$ cat src/rtl/sync_fifo_flags.sv
// Parametrised single-clock FIFO with occupancy count, programmable almost-full/empty,
// sticky overflow/underflow flags and a read-valid strobe. Define FIFO_FWFT_EN for first-word-fall-through reads.
module sync_fifo_flags #(
    parameter int DATA_WIDTH = 32,
    parameter int DEPTH      = 8,
    parameter int AF_THRESH  = DEPTH - 2,
    parameter int AE_THRESH  = 1,
    parameter int CNT_W      = $clog2(DEPTH + 1)
) (
    input  logic                  clk,
    input  logic                  rst,
    input  logic                  wr_en,
    input  logic [DATA_WIDTH-1:0] wr_data,
    input  logic                  rd_en,
    output logic [DATA_WIDTH-1:0] rd_data,
    output logic                  rd_valid,
    output logic                  full,
    output logic                  empty,
    output logic                  almost_full,
    output logic                  almost_empty,
    output logic [CNT_W-1:0]      count,
    output logic                  overflow,
    output logic                  underflow,
    input  logic                  clr_err
);

    localparam int PTR_W = $clog2(DEPTH);

    logic [DATA_WIDTH-1:0] mem [DEPTH];
    logic [PTR_W-1:0]      wr_ptr;
    logic [PTR_W-1:0]      rd_ptr;
    logic                  wr_acc;
    logic                  rd_acc;
    logic [CNT_W-1:0]      count_next;

    // Explicit wrap so non-power-of-2 depths work.
    function automatic logic [PTR_W-1:0] ptr_inc(input logic [PTR_W-1:0] p);
        return (p == PTR_W'(DEPTH - 1)) ? '0 : p + PTR_W'(1);
    endfunction

    assign full         = (count == CNT_W'(DEPTH));
    assign empty        = (count == '0);
    assign almost_full  = (count >= CNT_W'(AF_THRESH));
    assign almost_empty = (count <= CNT_W'(AE_THRESH));

    // A read on a full FIFO frees the slot the simultaneous write lands in.
    assign wr_acc     = wr_en && (!full || rd_en);
    assign rd_acc     = rd_en && !empty;
    assign count_next = count + CNT_W'(wr_acc) - CNT_W'(rd_acc);

    always_ff @(posedge clk) begin
        if (!rst && wr_acc) begin
            mem[wr_ptr] <= wr_data;
        end
    end

    always_ff @(posedge clk) begin
        if (rst) begin
            wr_ptr <= '0;
            rd_ptr <= '0;
            count  <= '0;
        end else begin
            if (wr_acc) wr_ptr <= ptr_inc(wr_ptr);
            if (rd_acc) rd_ptr <= ptr_inc(rd_ptr);
            count <= count_next;
        end
    end

    // Error flags are sticky; a new event in the clearing cycle wins over clr_err.
    always_ff @(posedge clk) begin
        if (rst) begin
            overflow  <= 1'b0;
            underflow <= 1'b0;
        end else begin
            if (wr_en && full && !rd_en) overflow <= 1'b1;
            else if (clr_err)            overflow <= 1'b0;
            if (rd_en && empty)          underflow <= 1'b1;
            else if (clr_err)            underflow <= 1'b0;
        end
    end

`ifdef FIFO_FWFT_EN
    assign rd_data  = empty ? '0 : mem[rd_ptr];
    assign rd_valid = !empty;
`else
    always_ff @(posedge clk) begin
        if (rst) begin
            rd_data  <= '0;
            rd_valid <= 1'b0;
        end else begin
            rd_valid <= rd_acc;
            if (rd_acc) rd_data <= mem[rd_ptr];
        end
    end
`endif

endmodule

$ cat config.mk
export PLATFORM = sky130hd
export DESIGN_NAME = sync_fifo_flags
export DESIGN_NICKNAME = d
export VERILOG_FILES = /design/src/rtl/sync_fifo_flags.sv
export SDC_FILE = /design/constraint.sdc
export NUM_CORES = 1
export LEC_CHECK = 0
export ABC_AREA = 1
export ABC_CLOCK_PERIOD_IN_PS = 3400
export BUFFER_PORTS_ARGS = -buffer_cell sky130_fd_sc_hd__buf_2
export CAP_MARGIN = 15
export CORE_MARGIN = 3
export CORE_UTILIZATION = 55
export CTS_BUF_LIST = sky130_fd_sc_hd__clkbuf_16
export CTS_CLUSTER_SIZE = 10
export DETAILED_ROUTE_END_ITERATION = 8
export GPL_ROUTABILITY_DRIVEN = 0
export PLACE_DENSITY = 0.73
export SLEW_MARGIN = 0
export SYNTH_ARGS = -nofsm -noshare
export SYNTH_HDL_FRONTEND = slang
export SYNTH_SLANG_ARGS = --single-unit
$ cat constraint.sdc
create_clock -name clk -period 3.4 [get_ports clk]
set_input_delay 0.51 -clock clk [delete_from_list [all_inputs] [get_ports clk]]
set_output_delay 0.51 -clock clk [all_outputs]
set_load 0.01 [all_outputs]
==> results of run 1 <==
## worst reg2reg max path: stages, from the launching register on
cell	delay, ns
dfxtp_1	0.35
inv_1	0.10
ha_1	0.23
nand3_1	0.10
nand2_1	0.17
nor2_1	0.18
nand2_1	0.26
nor2_4	0.59
buf_12	0.25
## final cells by class
type                    instances  area share, %
clock inverters                26          0.784
well taps                     285           2.46
inverters                     278           7.20
flip-flops and latches        301           59.2
repair buffers                 97           4.17
multi-input cells             616           19.7
clock buffers                  38           6.55
## routing by layer
metal / global-route usage [%] / vias to the layer above / share of wire [%]
li1: - / 4176 / -
met1: 28.7 / 3956 / 41
met2: 36.5 / 277 / 50
met3: 3.14 / 54 / 6.1
met4: 8.07 / 0 / 2.6
met5: 0 / - / 0
## registers in the layout (all words and copies together), names as in the netlist
signal and flops:
count 4, mem 256, overflow 1, rd_data 32, rd_ptr 3, rd_valid 1
underflow 1, wr_ptr 3
## power breakdown
part | internal (W) | total [W] | switching, W
combinational | 0.000726 | 0.00222 | 0.00149
clock | 0.00200 | 0.00338 | 0.00138
sequential | 0.00427 | 0.00441 | 0.000145
total | 0.00699 | 0.0100 | 0.00302
## cells in the final DEF (no fill, tap or decap)
cell type   count
buf_12          6
a21oi_1        42
fa_1            1
nand4_1         1
clkinv_2        1
clkbuf_16      38
inv_2           2
nand3_1       195
ha_1           12
buf_4          12
dfxtp_1        43
dfxtp_4         1
nor2_1         10
nor2_4          8
nand2_2         1
clkinvlp_4      1
xnor2_1         1
dfxtp_2         1
clkinv_1        1
o21ai_1        20
inv_1         298
nor3b_1         1
clkinv_8        1
edfxtp_1      256
nand2_1       306
buf_2          79
o21ai_0        17
a21o_1          1
## cells by family after synthesis
group                      share of synthesized area (%)
AOI/OAI and AO/OA                                   3.17
xor gates and xnor gates                          0.0689
adders and majority gates                           1.34
buffers and inverters                               10.5
DFF                                                 67.5
and+or+nand+nor                                     17.4
## worst paths after layout
kind / from / endpoint / slack (ns) / cells past startpoint
worst min register to register: underflow / underflow / 0.46 / 2
worst max-delay path: count[2] / mem[5][8] / 0.88 / 8
worst max register to register: count[2] / mem[5][8] / 0.88 / 8
worst min-delay path: wr_data[30] / mem[7][30] / 0.27 / 1
## through the flow
step	worst slack (ns)	cell area, µm²	power, W
finish	0.878	14500	0.0100
global route	0.693	14500	0.0105
CTS	0.826	14500	0.0101
detailed placement	0.885	13500	0.00670
global placement	0.928	13500	0.00665
floorplan	0.480	12700	0.00600
==> qor.yml, run 1 <==
synth:
  synth_ff_type: "edfxtp_1"
  synthTopCellsByArea: "edfxtp_1 60%, nand2_1 9.0%, inv_1 8.1%"
  netlist_top_cells_count: "306 x nand2_1, 275 x inv_1, 256 x edfxtp_1"
  ys_seq_elements: 301
  syn_nets: 1304
  synth_cell_types: 22
  avgSynthCellArea_um2: 10.1
  synth.most_common_cell: "nand2_1"
  ys_seq_area_share_pct: 67.5
  yosys_warnings: 0
  netlist_area_mm2: 0.0127
  synth_async_sr_flop_share_pct: 0
  synth_area_leader_cell: "edfxtp_1"
  synthCells: 1254
  synth.top_cell.area_share_pct: 60.4
  synth_edf_count: 256
final_layout:
  multi_input_area_mm2: 0.00285
  area_delta_synth_final_pct: 14.2
  regArea_mm2: 0.00859
  n_antenna_cell: 0
  nFillCells: 1747
  drive_gt1_share_pct: 11.1
  fin_cells: 1641
  final_nets: 1380
  final_core_util_pct: 63.9
worst_setup_path:
  arrival_ns: 2.73
  path_cells: "inv_1, ha_1, nand3_1, nand2_1, nor2_1, nand2_1, nor2_4, buf_12"
  crit_type: "reg -> reg"
  critPathMostFrequentCell: "nand2_1"
  cp.required_ns: 3.61
  crit_path_top_delay_cell: "nor2_4"
  crit_buf_inv: 2
  slowest_delay_ns: 0.59
  critPathMaxFanout: 17
  path_delay_family: "simple AND/OR/NAND/NOR gates"
  end_kind: "register"
  startpoint_type: "register"
clock_tree:
  cts_resized: 0
  cts_buffers: 36
  clk_pin_slew_ns: 0.05
  clockRootBuffer: "clkbuf_16"
  holdBufCountCts: 0
  htree_levels: 2
  clock_path_buffers: 3
  cts_sinks: 301
  clkLatencyLatePin_ns: 0.51
  cts_tree: "yes"
  postCtsSetupBuffers: 0
timing:
  post-route-period-util_pct: 74.2
  holdWs_ns: 0.274
  finalCriticalPeriod_ns: 2.52
  fin_setup_tns_ns: 0
  clock_skew_ns: 0.0156
  fmax_ghz: 0.396
  slew_headroom_pct: 20.7
  setup_viol_count_final: 0
  rsz0062_at_grt: "no"
  slew_viol_final: 0
  hold_violations: 0
  worst-slew-pin-transition_ns: 1.19
die:
  die_w_um: 158
  initial_core_util_pct: 56.0
  core-area_mm2: 0.0227
  fp.dieH_um: 158
  dieArea_mm2: 0.0250
  rows: 55
  pin_count: 80
drt:
  route.detailed.drc: 0
  routed_wl_um: 26500
  vias: 8463
  ant_nets: 0
  drt_iter0_markers: 675
  via_per_inst: 5.16
  wl_per_cell_um: 16.1
  first_pass_iters: 5
outcome:
  outcome: "finished clean"
flow_run:
  drv_cap: 0
grt:
  track_usage_pct: 21.6
  grt_max_degree: 109
  grt_pass1_wl_um: 42100
  grt_pass1_vias: 8147
  overflow: 0
  antenna_found_initial: 0
place:
  dp_hpwl_um: 15100
  portBuffers: 79
  place_inst: 1577
power_and_ir_drop:
  p_leak_nw: 6.57
  ir_drop_mv: 0.501
  power.density_mw_per_mm2: 689
min_path:
  hp-class: "in -> reg"
(Power assumes the default switching activity.)
==> run 2, diff against run 1 <==
ABC_CLOCK_PERIOD_IN_PS = 2100   (was 3400)
PLACE_DENSITY = 0.76   (was 0.73)
clock period = 2.1 ns   (was 3.4 ns; I/O delays follow)
==> run 2 against run 1 <==
Critical path type unchanged. Core utilization rose by 1.5 points. Worst setup slack worse by 0.78 ns. Non-clock buffer count up 18. Highest routed layer unchanged.
==> qor.yml, run 2 (same netlist as run 1, synthesis figures left out) <==
clock_tree:
  htree_levels: 2  # unchanged
  clkLatencyLatePin_ns: 0.51  # about the same
  clock_path_buffers: 3  # unchanged
  cts_buffers: 36  # unchanged
  holdBufCountCts: 0  # unchanged
  cts_sinks: 301  # unchanged
  clk_pin_slew_ns: 0.06  # about the same
  clockRootBuffer: "clkbuf_16"
  cts_tree: "yes"
final_layout:
  area_delta_synth_final_pct: 16.8
  final_common_cell: "nand2_1"
  final_nets: 1398  # +1.3%
  final_cell_mix: "304 x nand2_1, 298 x inv_1, 256 x edfxtp_1, 194 x nand3_1, 79 x buf_2"
  drive_gt1_share_pct: 13.3  # +2.2 points
  largest_reg_flops: 256  # unchanged
  final_core_util_pct: 65.4  # +1.5 points
  biggestRegsByFlops: "mem x256, rd_data x32, count x4"
  largest_register: "mem"
  design_area_mm2: 0.0149  # +2.3%
  nFillCells: 1649  # -5.6%
  n_antenna_cell: 0  # unchanged
drt:
  wl_met1_um: 11800  # +7.7%
  first_pass_iters: 5  # unchanged
  vias: 8692  # +2.7%
  via_per_inst: 5.23  # +1.5%
  ant_nets: 0  # unchanged
  wl_per_cell_um: 16.7  # +3.7%
  maxUsedRoutingLayer: "met4"
  routed_wl_um: 27800  # +4.9%
  route.detailed.drc: 0  # unchanged
  dr_wl_met2_um: 13600  # +2.8%
  wl_met3_um: 1770  # +9.1%
  drt_iter0_markers: 722  # +7.0%
worst_setup_path:
  crit_type: "reg -> reg"
  cp.required_ns: 2.54  # -1.07 ns
  critPathMaxFanout: 7  # -10
  end_kind: "register"
  slowest_delay_ns: 0.52  # -0.07 ns
  worstRegToRegCells: 10  # +2
  startpoint_type: "register"
  path_delay_family: "adder cells"
  crit_path_top_delay_cell: "fa_2"
  path_depth: 10  # +2
  path_cells: "inv_4, ha_2, nand3_2, nand2_4, ha_4, inv_1, ha_2, fa_2, inv_1, nor2_2"
  arrival_ns: 2.45  # -0.28 ns
  crit_buf_inv: 3  # +1
grt:
  track_usage_pct: 22.3  # +0.74 points
  grt_max_degree: 105  # -3.7%
  overflow: 0  # unchanged
  antenna_found_initial: 0  # unchanged
  grt_pass1_wl_um: 43500  # +3.2%
  grt_pass1_vias: 8375  # +2.8%
timing:
  setup_viol_count_final: 0  # unchanged
  holdWs_ns: 0.0810  # -0.193 ns
  hold_violations: 0  # unchanged
  fmax_ghz: 0.499  # +26%
  worst_slack_ns: 0.0959  # -0.782 ns
  slew_viol_final: 0  # unchanged
  post-route-period-util_pct: 95.4  # +21 points
  slew_headroom_pct: 59.0  # +38 points
  clock_skew_ns: 0.0275  # +0.0120 ns
  worst-slew-pin-transition_ns: 0.615  # -0.575 ns
  finalCriticalPeriod_ns: 2.00  # -0.518 ns
  rsz0062_at_grt: "no"
min_path:
  hold_depth: 4  # +3
  hp-class: "in -> reg"
power_and_ir_drop:
  power.density_mw_per_mm2: 1120  # +62%
  p_leak_nw: 6.71  # +2.2%
  ir_drop_mv: 0.718  # +43%
  power_w: 0.0166  # +66%
flow_run:
  drv_cap: 0  # unchanged
die:
  dieArea_mm2: 0.0250  # unchanged
  die_w_um: 158  # unchanged
  pin_count: 80  # unchanged
  rows: 55  # unchanged
  initial_core_util_pct: 56.0  # unchanged
  fp.dieH_um: 158  # unchanged
  core-area_mm2: 0.0227  # unchanged
outcome:
  outcome: "finished clean"
place:
  portBuffers: 79  # unchanged
  place_area_mm2: 0.0137  # +2.0%
  pre_cts_ws_ns: 0.00802  # -0.877 ns
  dp_hpwl_um: 16100  # +7.0%
==> run 2: cell count changes in the layout (fill, tap and decap cells not counted), sizes merged <==
cell,delta
buf,+18
bufinv,+1
clkinvlp,-1
inv,+4
clkinv,-1
clkbuf,-1
==> run 2: final cells by class <==
| class | instances | area, µm² | share of cell area, % |
|---|---|---|---|
| sequential | 301 | 8600 | 57.9 |
| multi-input combinational | 616 | 2930 | 19.7 |
| inverter | 278 | 1050 | 7.07 |
| clock buffer | 37 | 926 | 6.23 |
| timing repair buffer | 115 | 853 | 5.74 |
| tap | 285 | 357 | 2.40 |
| clock inverter | 29 | 145 | 0.977 |
==> run 2: per-stage QoR <==
stage                     instances  setup TNS, ns
after floorplan                1254          -7.02
after global placement         1593              0
after detailed placement       1593              0
after CTS                      1659              0
after global routing           1661              0
final                          1661              0
==> run 2: path summary, 6_finish.rpt <==
check / startpoint / endpoint / slack [ns]
worst max-delay path: count[2] / count[1] / 0.1
worst min-delay path: clr_err / overflow / 0.08
worst max register to register: count[2] / count[1] / 0.1
worst min register to register: overflow / overflow / 0.47
==> run 2: where the power goes <==
group          switching (W)  total (W)  internal, W  leakage [nW]
clock network        0.00227    0.00556      0.00329         0.614
logic                0.00260    0.00395      0.00135          3.41
registers           0.000185    0.00710      0.00691          2.69
==> run 2: repair_timing <==
action,CTS,global route
setup buffers,0,2
endpoints found under the setup margin,1,75
gates resized for setup,1,9
pin swaps,0,3
endpoints found under the hold margin,0,0
==> run 2: per-layer routing <==
layer,up-vias,global-route usage [%]
met5,-,0
met4,0,6.84
met3,58,3.47
met2,297,36.9
met1,4121,31.0
li1,4216,-
==> run 2: worst reg2reg max path, cell delays in order (launching register included) <==
cell and delay, ns:
dfxtp_4 0.36, inv_4 0.05, ha_2 0.18, nand3_2 0.10, nand2_4 0.09, ha_4 0.27, inv_1 0.03, ha_2 0.17
fa_2 0.52, inv_1 0.06, nor2_2 0.10
